File: src/rtl/apb_pkg.sv
// Shared APB definitions: bus widths, slave count, FSM state encoding and
// the one-hot slave-select helper used by the bridge and the interconnect.
package apb_pkg;

  localparam int APB_ADDR_W  = 20;
  localparam int APB_DATA_W  = 16;
  localparam int APB_STRB_W  = 2;
  localparam int APB_NUM_SLV = 2;

  // Address bit that selects between the two slaves.
  localparam int APB_SEL_BIT = APB_ADDR_W - 1;

  typedef enum logic [1:0] {
    IDLE   = 2'd0,
    SETUP  = 2'd1,
    ACCESS = 2'd2
  } apb_state_e;

  // Address MSB to one-hot slave select.
  function automatic logic [APB_NUM_SLV-1:0] apb_sel_onehot(input logic msb);
    logic [APB_NUM_SLV-1:0] sel;
    sel = (msb == 1'b1) ? 2'b10 : 2'b01;
    return sel;
  endfunction

endpackage

File: src/rtl/apb_master_bridge_if.sv
// Command, response and APB signal bundle for apb_master_bridge.
// master = bridge view, slave = requester/APB-slave environment view.
interface apb_master_bridge_if import apb_pkg::*; #(
  parameter int ADDR_W = APB_ADDR_W,
  parameter int DATA_W = APB_DATA_W,
  parameter int STRB_W = APB_STRB_W
);

  // Command channel
  logic              req_valid;
  logic              req_ready;
  logic              req_write;
  logic [ADDR_W-1:0] req_addr;
  logic [DATA_W-1:0] req_wdata;
  logic [STRB_W-1:0] req_strb;

  // Response channel
  logic              rsp_valid;
  logic              rsp_ready;
  logic [DATA_W-1:0] rsp_rdata;
  logic              rsp_err;
  logic              rsp_timeout;

  // APB requester side
  logic [APB_NUM_SLV-1:0] psel;
  logic              penable;
  logic [ADDR_W-1:0] paddr;
  logic              pwrite;
  logic [DATA_W-1:0] pwdata;
  logic [STRB_W-1:0] pstrb;
  logic [DATA_W-1:0] prdata;
  logic              pready;
  logic              pslverr;

  modport master (
    input  req_valid, req_write, req_addr, req_wdata, req_strb,
    output req_ready,
    output rsp_valid, rsp_rdata, rsp_err, rsp_timeout,
    input  rsp_ready,
    output psel, penable, paddr, pwrite, pwdata, pstrb,
    input  prdata, pready, pslverr
  );

  modport slave (
    output req_valid, req_write, req_addr, req_wdata, req_strb,
    input  req_ready,
    input  rsp_valid, rsp_rdata, rsp_err, rsp_timeout,
    output rsp_ready,
    input  psel, penable, paddr, pwrite, pwdata, pstrb,
    output prdata, pready, pslverr
  );

endinterface

File: src/rtl/apb_slave_decode.sv
// Combinational slave decode: address MSB to one-hot psel.
module apb_slave_decode import apb_pkg::*; (
  input  logic                   addr_msb,
  output logic [APB_NUM_SLV-1:0] sel
);

  // Map the select bit onto a one-hot slave select
  always_comb begin
    sel = {APB_NUM_SLV{1'b0}};
    case (addr_msb)
      1'b0:    sel = apb_sel_onehot(1'b0);
      1'b1:    sel = apb_sel_onehot(1'b1);
      default: sel = {APB_NUM_SLV{1'b0}};
    endcase
  end

endmodule

File: src/rtl/apb_master_bridge.sv
// Single-outstanding APB4 requester. Turns a valid/ready command into
// SETUP/ACCESS phases, waits out pready wait states (bounded by a
// programmable timeout) and returns exactly one held response per command.
module apb_master_bridge import apb_pkg::*; #(
  parameter int          ADDR_W      = APB_ADDR_W,
  parameter int          DATA_W      = APB_DATA_W,
  parameter int          STRB_W      = APB_STRB_W,
  parameter int unsigned TIMEOUT_CYC = 255
) (
  input  logic               clk,
  input  logic               reset_n,
  apb_master_bridge_if.master bus
);

  localparam logic [1:0] ST_IDLE   = IDLE;
  localparam logic [1:0] ST_SETUP  = SETUP;
  localparam logic [1:0] ST_ACCESS = ACCESS;

  // Counter value seen on the last permitted ACCESS cycle.
  localparam logic [7:0] TMO_LAST = 8'(TIMEOUT_CYC - 1);

  logic [1:0]             state_r;
  logic [7:0]             tmo_cnt_r;
  logic [APB_NUM_SLV-1:0] psel_r;
  logic                   penable_r;
  logic [ADDR_W-1:0]      paddr_r;
  logic                   pwrite_r;
  logic [DATA_W-1:0]      pwdata_r;
  logic [STRB_W-1:0]      pstrb_r;
  logic                   rsp_valid_r;
  logic [DATA_W-1:0]      rsp_rdata_r;
  logic                   rsp_err_r;
  logic                   rsp_timeout_r;

  logic [APB_NUM_SLV-1:0] sel_s;
  logic                   req_ready_s;
  logic                   accept_s;

  apb_slave_decode u_decode (
    .addr_msb (bus.req_addr[ADDR_W-1]),
    .sel      (sel_s)
  );

  // Accept only when idle, no response is pending and reset is released
  always_comb begin
    req_ready_s = 1'b0;
    if (reset_n && (state_r == ST_IDLE) && !rsp_valid_r) begin
      req_ready_s = 1'b1;
    end else begin
      req_ready_s = 1'b0;
    end
  end

  assign accept_s = bus.req_valid && req_ready_s;

  // FSM, APB output registers, timeout counter and response register
  always_ff @(posedge clk) begin
    if (!reset_n) begin
      state_r       <= ST_IDLE;
      tmo_cnt_r     <= 8'd0;
      psel_r        <= {APB_NUM_SLV{1'b0}};
      penable_r     <= 1'b0;
      paddr_r       <= {ADDR_W{1'b0}};
      pwrite_r      <= 1'b0;
      pwdata_r      <= {DATA_W{1'b0}};
      pstrb_r       <= {STRB_W{1'b0}};
      rsp_valid_r   <= 1'b0;
      rsp_rdata_r   <= {DATA_W{1'b0}};
      rsp_err_r     <= 1'b0;
      rsp_timeout_r <= 1'b0;
    end else begin
      case (state_r)
        ST_IDLE: begin
          if (accept_s) begin
            psel_r    <= sel_s;
            paddr_r   <= bus.req_addr;
            pwrite_r  <= bus.req_write;
            pwdata_r  <= bus.req_write ? bus.req_wdata : {DATA_W{1'b0}};
            pstrb_r   <= bus.req_write ? bus.req_strb  : {STRB_W{1'b0}};
            tmo_cnt_r <= 8'd0;
            state_r   <= ST_SETUP;
          end
        end
        ST_SETUP: begin
          penable_r <= 1'b1;
          state_r   <= ST_ACCESS;
        end
        ST_ACCESS: begin
          if (bus.pready || (tmo_cnt_r == TMO_LAST)) begin
            // Completion or abort: release the bus and post the response
            state_r       <= ST_IDLE;
            psel_r        <= {APB_NUM_SLV{1'b0}};
            penable_r     <= 1'b0;
            paddr_r       <= {ADDR_W{1'b0}};
            pwrite_r      <= 1'b0;
            pwdata_r      <= {DATA_W{1'b0}};
            pstrb_r       <= {STRB_W{1'b0}};
            rsp_valid_r   <= 1'b1;
            rsp_err_r     <= bus.pready ? bus.pslverr : 1'b1;
            rsp_timeout_r <= !bus.pready;
            rsp_rdata_r   <= (bus.pready && !pwrite_r) ? bus.prdata : {DATA_W{1'b0}};
          end else begin
            tmo_cnt_r <= tmo_cnt_r + 8'd1;
          end
        end
        default: begin
          state_r   <= ST_IDLE;
          psel_r    <= {APB_NUM_SLV{1'b0}};
          penable_r <= 1'b0;
        end
      endcase
      // A response only exists while idle, so consumption never races completion
      if (rsp_valid_r && bus.rsp_ready) begin
        rsp_valid_r <= 1'b0;
      end
    end
  end

  assign bus.req_ready   = req_ready_s;
  assign bus.psel        = psel_r;
  assign bus.penable     = penable_r;
  assign bus.paddr       = paddr_r;
  assign bus.pwrite      = pwrite_r;
  assign bus.pwdata      = pwdata_r;
  assign bus.pstrb       = pstrb_r;
  assign bus.rsp_valid   = rsp_valid_r;
  assign bus.rsp_rdata   = rsp_rdata_r;
  assign bus.rsp_err     = rsp_err_r;
  assign bus.rsp_timeout = rsp_timeout_r;

endmodule

File: src/flat_wrapper.sv
// flat-port wrapper written by rule: the top's interface ports become plain ports
module apb_master_bridge_flat import apb_pkg::*;
#(
  parameter int          ADDR_W      = APB_ADDR_W,
  parameter int          DATA_W      = APB_DATA_W,
  parameter int          STRB_W      = APB_STRB_W,
  parameter int unsigned TIMEOUT_CYC = 255
)
  (clk, reset_n, bus_req_valid, bus_req_write, bus_req_addr, bus_req_wdata, bus_req_strb, bus_req_ready, bus_rsp_valid, bus_rsp_rdata, bus_rsp_err, bus_rsp_timeout, bus_rsp_ready, bus_psel, bus_penable, bus_paddr, bus_pwrite, bus_pwdata, bus_pstrb, bus_prdata, bus_pready, bus_pslverr);
  apb_master_bridge_if #(.ADDR_W(ADDR_W), .DATA_W(DATA_W), .STRB_W(STRB_W)) bus_i ();
  input  logic clk;
  input  logic reset_n;
  input wire logic [$bits(bus_i.req_valid)-1:0] bus_req_valid;
  input wire logic [$bits(bus_i.req_write)-1:0] bus_req_write;
  input wire logic [$bits(bus_i.req_addr)-1:0] bus_req_addr;
  input wire logic [$bits(bus_i.req_wdata)-1:0] bus_req_wdata;
  input wire logic [$bits(bus_i.req_strb)-1:0] bus_req_strb;
  output wire logic [$bits(bus_i.req_ready)-1:0] bus_req_ready;
  output wire logic [$bits(bus_i.rsp_valid)-1:0] bus_rsp_valid;
  output wire logic [$bits(bus_i.rsp_rdata)-1:0] bus_rsp_rdata;
  output wire logic [$bits(bus_i.rsp_err)-1:0] bus_rsp_err;
  output wire logic [$bits(bus_i.rsp_timeout)-1:0] bus_rsp_timeout;
  input wire logic [$bits(bus_i.rsp_ready)-1:0] bus_rsp_ready;
  output wire logic [$bits(bus_i.psel)-1:0] bus_psel;
  output wire logic [$bits(bus_i.penable)-1:0] bus_penable;
  output wire logic [$bits(bus_i.paddr)-1:0] bus_paddr;
  output wire logic [$bits(bus_i.pwrite)-1:0] bus_pwrite;
  output wire logic [$bits(bus_i.pwdata)-1:0] bus_pwdata;
  output wire logic [$bits(bus_i.pstrb)-1:0] bus_pstrb;
  input wire logic [$bits(bus_i.prdata)-1:0] bus_prdata;
  input wire logic [$bits(bus_i.pready)-1:0] bus_pready;
  input wire logic [$bits(bus_i.pslverr)-1:0] bus_pslverr;
  assign bus_i.req_valid = bus_req_valid;
  assign bus_i.req_write = bus_req_write;
  assign bus_i.req_addr = bus_req_addr;
  assign bus_i.req_wdata = bus_req_wdata;
  assign bus_i.req_strb = bus_req_strb;
  assign bus_req_ready = bus_i.req_ready;
  assign bus_rsp_valid = bus_i.rsp_valid;
  assign bus_rsp_rdata = bus_i.rsp_rdata;
  assign bus_rsp_err = bus_i.rsp_err;
  assign bus_rsp_timeout = bus_i.rsp_timeout;
  assign bus_i.rsp_ready = bus_rsp_ready;
  assign bus_psel = bus_i.psel;
  assign bus_penable = bus_i.penable;
  assign bus_paddr = bus_i.paddr;
  assign bus_pwrite = bus_i.pwrite;
  assign bus_pwdata = bus_i.pwdata;
  assign bus_pstrb = bus_i.pstrb;
  assign bus_i.prdata = bus_prdata;
  assign bus_i.pready = bus_pready;
  assign bus_i.pslverr = bus_pslverr;
  apb_master_bridge #(.ADDR_W(ADDR_W), .DATA_W(DATA_W), .STRB_W(STRB_W), .TIMEOUT_CYC(TIMEOUT_CYC)) u_core (.clk(clk), .reset_n(reset_n), .bus(bus_i));
endmodule
File: config.mk
export PLATFORM = sky130hd
export DESIGN_NAME = apb_master_bridge_flat
export DESIGN_NICKNAME = d
export VERILOG_FILES = /design/src/rtl/apb_pkg.sv /design/src/rtl/apb_master_bridge_if.sv /design/src/rtl/apb_slave_decode.sv /design/src/rtl/apb_master_bridge.sv /design/src/flat_wrapper.sv
export SDC_FILE = /design/constraint.sdc
export NUM_CORES = 1
export LEC_CHECK = 0
export ABC_CLOCK_PERIOD_IN_PS = 1550
export CAP_MARGIN = 20
export CORE_MARGIN = 5
export CORE_UTILIZATION = 38
export CTS_BUF_LIST = sky130_fd_sc_hd__clkbuf_8
export DETAILED_ROUTE_END_ITERATION = 12
export HOLD_SLACK_MARGIN = 0.1
export MAX_ROUTING_LAYER = met4
export PLACE_DENSITY = 0.74
export SLEW_MARGIN = 30
export SYNTH_ARGS = -nofsm -noshare
export SYNTH_HDL_FRONTEND = slang
export SYNTH_SLANG_ARGS = --single-unit
File: constraint.sdc
create_clock -name clk -period 1.55 [get_ports clk]
set_input_delay 0.31 -clock clk [delete_from_list [all_inputs] [get_ports clk]]
set_output_delay 0.31 -clock clk [all_outputs]
set_load 0.02 [all_outputs]
; ---- Word level (Yosys, flattened, before mapping)
; Index checks and enable logic that the tools add are counted.
[classes]
n_addsub = 1
eq_ne = 6
muxes = 26
reduce_logical = 18
bitwise_logic = 4
[ops]
columns = operator, n
row1 = $mux 16, 4
row2 = $mux 20, 2
row3 = $pmux 20 s2, 1
row4 = $pmux 16 s2, 1
row5 = $mux 8, 2
row6 = $pmux 8 s2, 1
row7 = $pmux 2 s3, 2
row8 = $mux 2, 5
row9 = $reduce_and 3->1, 3
row10 = $add 8x1->8 const B, 1
row11 = $eq 8x8->1 const B, 1
row12 = $pmux 2 s2, 2
row13 = $reduce_and 2->1, 3
row14 = $logic_and 1x1->1, 5
row15 = $mux 1, 4
row16 = $ne 2x1->1 const B, 2
row17 = $not 1->1, 4
row18 = $logic_not 1->1, 3
row19 = $pmux 1 s3, 1
row20 = $eq 2x1->1 const B, 1
row21 = $eq 2x2->1 const B, 1
row22 = $logic_not 2->1, 1
row23 = $ne 2x2->1 const B, 1
row24 = $pmux 1 s2, 1
row25 = 3 further kinds, 3
[word_totals]
in_bits = 61
reg_bits = 71
word_cells = 67
out_inout_bits = 62

; ---- Longest topological paths before layout
[logic_depth]
depth_word = 7
ltp_mapped = 9
depth_no_buf = 6

; ---- Modules after synthesis
; Synthesis repeated with hierarchy kept, for this count alone.
[unflattened]
hier_cells = 252
hier_area_um2 = 2696.3
[modules_own_cells]
columns = mod, n_inst, area_each_um2, cells_per_inst
row1 = apb_master_bridge, 1, 2685.1, 250
row2 = apb_slave_decode, 1, 11.3, 2

; ---- Least setup slack after synthesis
; OpenSTA, ideal clock, no wires.
[synth_timing]
path_kind = reg2reg
start = register u_core.rsp_valid_r (netlist: u_core.bus.rsp_valid)
end = register u_core.pstrb_r[0] (netlist: u_core.bus.pstrb[0])
slack_ps = -164
stages_incl_launch_ff = 9
period_less_slack_ps = 1714
n_path_buf = 3
arrival_ps = 1655
cell_sequence = dfxtp_1 -> or3b_1 -> or2_1 -> buf_6 -> clkinv_4 -> and2_4 -> buf_8 -> buf_8 -> a22o_1
[synth_between]
elab_chain_cells = 6
[synth_rtl]
columns = element, line_no
row1 = start: declaration, apb_master_bridge.sv:30  ; logic rsp_valid_r;
row2 = start signal: assignment, apb_master_bridge.sv:67  ; rsp_valid_r <= 1'b0;
row3 = start signal: assignment, apb_master_bridge.sv:98  ; rsp_valid_r <= 1'b1;
row4 = start signal: assignment, apb_master_bridge.sv:114  ; rsp_valid_r <= 1'b0;
row5 = $logic_not 1->1, apb_master_bridge.sv:47  ; if (reset_n && (state_r == ST_IDLE) && !rsp_valid_r) begin
row6 = $logic_and 1x1->1, apb_master_bridge.sv:47
row7 = $mux 1, apb_master_bridge.sv:47
row8 = $logic_and 1x1->1, apb_master_bridge.sv:54  ; assign accept_s = bus.req_valid && req_ready_s;
row9 = $ne 2x1->1 (no line), n/a
row10 = $reduce_and 3->1 (no line), n/a
row11 = end signal: assignment, apb_master_bridge.sv:66  ; pstrb_r <= {STRB_W{1'b0}};
row12 = end signal: assignment, apb_master_bridge.sv:79  ; pstrb_r <= bus.req_write ? bus.req_strb : {STRB_W{1'b0}};
row13 = end signal: assignment, apb_master_bridge.sv:97  ; pstrb_r <= {STRB_W{1'b0}};
row14 = end: declaration, apb_master_bridge.sv:29  ; logic [STRB_W-1:0] pstrb_r;
; Every way passes these cells.
; A chain may end at the register's enable or synchronous reset.

; ---- Worst setup path in the final report
[layout_timing]
start = register u_core.tmo_cnt_r[0]
end = register u_core.tmo_cnt_r[6]
[layout_between]
elab_chain_cells = 4
[layout_rtl]
columns = element, line_no
row1 = start: declaration, apb_master_bridge.sv:23  ; logic [7:0] tmo_cnt_r;
row2 = start signal: assignment, apb_master_bridge.sv:103  ; tmo_cnt_r <= tmo_cnt_r + 8'd1;
row3 = "parallel branches: the longest is 4 deep, another holds $add 8x1->8", n/a
; Parallel ways; which one is timed is not known. The select of a mux whose other input is x is not followed.

==> flow_metrics.tcl <==
set metrics [dict create \
    outcome "finished with violations" \
    violations "setup timing" \
    drt_iter0_drc 154 \
    portBuffers 122 \
    vias 2661 \
    viasPerCell 5.35 \
    synth_top_cell_by_area "dfxtp_1" \
    rsz0062_at_grt "true" \
    dp_hpwl_mm 5.52 \
    ys_seq_area_share_pct 55.0 \
    synth_seq_cells 71 \
    ios 123 \
    grt_pass1_vias 2705 \
    crit_path_start "u_core.tmo_cnt_r[0]" \
    yosysWarnings 0 \
    path_class "flop to flop" \
    hold_class "flop to flop" \
    htree_levels 3 \
    wl_mm 8.71 \
    whs_ps 459 \
    syn_to_final_growth_pct 76.1 \
    wl_met3_um 697 \
    seqCellArea_um2 1430 \
    die_w_um 92.5 \
    setup_viol 21 \
    clock-sinks 71 \
    cts_hold_buf 0 \
    synth_cell_types 45 \
    antenna_found_initial 0 \
    ctsRootBufferMaster "clkbuf_8" \
    grt_usage_pct 20.6 \
    p_total_w 0.00427 \
    maxCapViolCount 0 \
    grt_overflow_total 0 \
    wl_per_cell_um 17.5 \
    grt_start_max_net_pins 25 \
    worstHoldPathCells 2 \
    peakVddDrop_v 0.000609 \
    syn_area_per_cell_um2 10.3 \
    final.fill_count 534 \
    syn_area_um2 2580 \
    synth_top_area_share_pct 55.0 \
    relSlewSlack_pct 74.0 \
    routed.top_layer "met4" \
    worst_slew_pin_slew_ps 389 \
    multi_input_area_um2 1230 \
    finalCritPeriodShare_pct 103 \
    postSynthNetCount 314 \
    dr.pass1.iters 4 \
    row_count 30 \
    worstHoldStart "u_core.bus.rsp_rdata[15]" \
    dieArea_um2 8550 \
    diodes 0 \
    r2r_cells 7 \
    die_h_um 92.5 \
    drc 0 \
    fin_crit_ps 1590 \
    cts_buffers 9 \
    reg2reg_from "u_core.tmo_cnt_r[0]" \
    leakage_nw 2.06 \
    slew_violations 0 \
    end_kind "flop" \
    wl_met2_mm 4.19 \
    hold_viol 0 \
    max-clock-path-buffers 2 \
    synth_cells 251 \
    drive_above_1_share_pct 25.2 \
    pre_cts_ws_ps -498 \
    clock_latency_ps 340 \
    ant_nets 0 \
    startpoint_type "flop" \
    path_clk_slew_ps 70 \
    grt_pass1_wl_mm 13.5 \
    nets 475 \
    start_util_pct 38.5 \
    critPathArrivalTime_ps 1860 \
    wl_met1_mm 3.65 \
    finClkSkew_ps 4.19 \
    cts_tree "yes" \
    coreArea_um2 6720 \
    critPathMaxFanout 3 \
    gp_congestion 0.869 \
    cp_data_required_time_ps 1810 \
    post-route-util_pct 67.8 \
    worst_slack_ps -43.2 \
    fmax_mhz 628 \
    synth_area_leaders "dfxtp_1 55%, a22o_1 13%, nand4_1 4.1%" \
    pwr_density_cell_nw_per_um2 937 \
]
-- path summary, 6_finish.rpt --
kind | end | slack [ps]
worst max register to register | u_core.tmo_cnt_r[6] | -40
worst min-delay path | u_core.bus.rsp_rdata[15] | 460
worst min register to register | u_core.bus.rsp_rdata[15] | 460
worst max-delay path | u_core.tmo_cnt_r[6] | -40
-- flip-flops by register name, summed over array words and instances (netlist names) --
register	cells
u_core.bus.pwdata	16
u_core.bus.rsp_err	1
u_core.bus.penable	1
u_core.state_r	2
u_core.bus.rsp_timeout	1
u_core.bus.rsp_valid	1
u_core.bus.rsp_rdata	16
u_core.tmo_cnt_r	8
u_core.bus.psel	2
u_core.bus.pstrb	2
u_core.bus.pwrite	1
u_core.bus.paddr	20
-- stage by stage --
stage | setup TNS [ps] | cell area, um2 | std cells
floorplan | -1110 | 2600 | 251
global placement | -25740 | 4110 | 471
detailed placement | -27080 | 4110 | 471
CTS | -3310 | 4440 | 497
global route | -4810 | 4550 | 497
finish | -478 | 4550 | 497
-- synthesized netlist by cell type --
cell	instances
o21ai_1	2
buf_2	4
o22a_1	1
or2_1	1
or2_2	1
ha_1	2
nor3b_2	1
buf_1	1
o21bai_2	1
nor2b_1	1
nand2b_1	3
clkinv_1	1
o211ai_1	1
and2_1	1
o221a_2	2
and2_4	1
or2b_1	2
nand4_1	17
a31oi_1	3
xor2_1	1
o2bb2ai_1	1
o211a_1	1
or4_1	1
or3_1	2
a21o_1	1
a21oi_1	7
and3_1	2
nand2_1	22
o31ai_1	1
nor3_1	2
clkinv_4	1
a22o_1	39
or3b_1	1
nand3_1	8
o32ai_1	1
buf_8	2
dfxtp_1	71
mux2i_1	1
clkbuf_1	11
inv_1	2
nor3b_1	1
nor2_1	4
o21ai_0	18
nand3b_1	3
buf_6	1
-- worst max-delay path, cell delays in order, from the launching register on --
cell and delay (ps):
dfxtp_2 340, inv_2 50, ha_4 140, nand4_1 100, o21bai_2 100, buf_4 130, or4_1 490, a31oi_1 150
-- cell usage in the layout (no fill, tap or decap), drive strengths merged, types with 3 or more instances in the layout --
cell type	count
a21oi	7
a22o	39
a31oi	3
and2	4
buf	44
clkbuf	11
clkdlybuf4s50	58
clkinv	4
dfxtp	71
dlygate4sd2	62
inv	4
nand2	22
nand2b	3
nand3	8
nand3b	3
nand4	17
nor2	4
o21ai	20
-- power by group --
part	internal [W]	total, W	switching [W]
Clock	0.000895	0.00157	0.000671
Combinational	0.000395	0.000752	0.000357
Sequential	0.00190	0.00195	0.0000446
Total	0.00319	0.00427	0.00107
-- timing repair --
action | 4_1_cts | 5_1_grt
setup endpoints to repair | 117 | 66
setup buffers | 6 | 1
cloned | 5 | 1
pin swaps | 1 | 26
resized for setup | 84 | 58
-- logic make-up (layout without fill, tap and decap cells) --
group	after synthesis	count (layout)	share of synthesized area, %
AO/OA/AOI/OAI	79	79	22.7
XOR/XNOR	1	1	0.339
adder cells (fa/ha/maj)	2	2	0.968
buffers and inverters	23	187	4.89
flip-flops	71	71	55.0
multiplexers	1	1	0.387
AND/OR/NAND/NOR	74	76	15.7
-- metal layers --
layer	GRT usage, %	vias up
met5	-	-
met4	9.90	0
met3	6.42	14
met2	31.7	116
met1	24.7	1274
li1	-	1257
-- cell type report --
class	instances	area share [%]
clock buffer	9	2.72
clock inverter	7	1.92
tap	80	2.20
inverter	4	0.440
sequential	71	31.4
multi-input combinational	159	27.0
timing repair buffer	167	34.3
Power figures use the tool's default switching activity.
==> variant (same flow settings) <==
Set the package constant `APB_DATA_W` to 20 (it was 16).
--- a/src/rtl/apb_pkg.sv
+++ b/src/rtl/apb_pkg.sv
@@ -3,7 +3,7 @@
 package apb_pkg;
 
   localparam int APB_ADDR_W  = 20;
-  localparam int APB_DATA_W  = 16;
+  localparam int APB_DATA_W  = 20;
   localparam int APB_STRB_W  = 2;
   localparam int APB_NUM_SLV = 2;
 
Interface: changed (resized bus_prdata, bus_pwdata, bus_req_wdata and bus_rsp_rdata); port bits go from 123 to 139. The function was not compared with the original's and may differ.
==> variant against the unedited design <==
- the run still ends with negative setup slack left
- synthesized cell count rose by 13%
- count of clock-buffer cells in the layout did not move
- sequential power rose by 10%
- synthesized area rose by 13%
- routed wire length rose by 6.1%
- non-clock buffer count rose by 22
- worst setup slack got worse by 76 ps
- first-iteration DRC count fell by 61%
- cell area rose by 11%
- sequential cell count rose by 8
- total power rose by 6.9%
==> variant: results (changes against the unedited design) <==
status: "finished with violations"
drtIter0Drc: 60  # -61%
syn-num-nets: 354  # +13%
timing.final.ws_setup_ps: -120  # -76.4 ps
synth.distinct_cells: 34  # -24%
synth-xor-area-share_pct: 0  # -0.34 points
synthCells: 283  # +13%
drive_gt1_share_pct: 20.6  # -4.6 points
synth.area.mux_share_pct: 0  # -0.39 points
post_dp_cell_area_sq_mm: 0.00457  # +11%
drt_pass1_iterations: 4  # unchanged
finalSetupViolations: 51  # +140%
dp_cells: 534  # +13%
p_leak_uw: 0.00231  # +12%
yosys-top-cells-area: "dfxtp_1, a22o_1, nand4_1, o21ai_1, nand2_1"
critPathMaxFanout: 7  # +4
vdd_drop_max_uv: 468  # -23%
grt_max_degree: 24  # -4.0%
grt_first_pass_wirelength_um: 14700  # +8.8%
synth_compound_area_share_pct: 24.2  # +1.5 points
synthAdderAreaFrac_pct: 0.859  # -0.11 points
finalHoldViolations: 0  # unchanged
stdcell_count: 564  # +13%
ys_seq_area_share_pct: 54.3  # -0.67 points
grt_pass1_vias: 2876  # +6.3%
avgRoutedWirePerCell_um: 16.4  # -6.5%
violations: "negative setup slack"
port_buffers: 138  # +13%
synthTopCellsByCount: "dfxtp_1, a22o_1, nand2_1"
vias: 2885  # +8.4%
finClkSkew_ps: 6.45  # +2.26 ps
hold_ws_ps: 445  # -13.6 ps
==> variant: layer usage <==
layer / global-route usage [%] / vias to the layer above / routed length, um
li1: - / 1408 / -
met1: 24.4 / 1335 / 4200
met2: 31.6 / 125 / 4330
met3: 4.24 / 17 / 514
met4: 7.77 / 0 / 197
met5: - / - / 0
==> variant: repair_timing <==
item                                    CTS  global route
endpoints found under the setup margin  137            71
pin swaps                                40            23
setup buffers                             8             2
gates resized for setup                  94            18
cloned                                    6             0
==> variant: power breakdown <==
| part | internal, uW | leakage [uW] | switching [uW] |
|---|---|---|---|
| clock network | 764 | 0.000101 | 815 |
| logic | 459 | 0.00157 | 369 |
| registers | 2110 | 0.000644 | 41.0 |
| total | 3340 | 0.00231 | 1230 |
==> variant: path summary, 6_finish.rpt <==
path | startpoint | endpoint | cells past startpoint
setup / recovery | u_core.tmo_cnt_r[0] | u_core.bus.rsp_err | 8
hold / removal | u_core.bus.rsp_rdata[14] | u_core.bus.rsp_rdata[14] | 2
setup reg to reg | u_core.tmo_cnt_r[0] | u_core.bus.rsp_err | 8
hold reg to reg | u_core.bus.rsp_rdata[14] | u_core.bus.rsp_rdata[14] | 2
==> variant: kinds of logic (layout without fill, tap and decap cells) <==
kind of cell             count (synthesis)  count (layout)
flip-flops                              79              79
adder cells (fa/ha/maj)                  2               2
AND/OR/NAND/NOR                         79              79
buffers and inverters                   30             209
AO/OA/AOI/OAI                           93              93
==> variant: final cells by class <==
cell class | instances | area [sq um]
sequential | 79 | 1590
inverter | 4 | 15.0
clock buffer | 9 | 124
fill | 595 | 2560
tap | 102 | 128
timing repair buffer | 189 | 1860
clock inverter | 7 | 77.6
multi-input combinational | 174 | 1260
==> variant: stage by stage <==
stage                     setup WS (ps)  TNS, ps
after global placement             -376   -17640
after CTS                          -119    -1240
after global routing               -159    -4010
after detailed placement           -367   -18070
after floorplan                    5.04        0
final                              -120    -1550
==> variant: worst max-delay path, cell delays in order, from the launching register on <==
cell and delay [ps]:
dfxtp_2 350, inv_2 50, ha_4 150, and4_4 150, a21o_4 220, buf_6 120, and2_4 150, buf_12 130
o221a_1 250
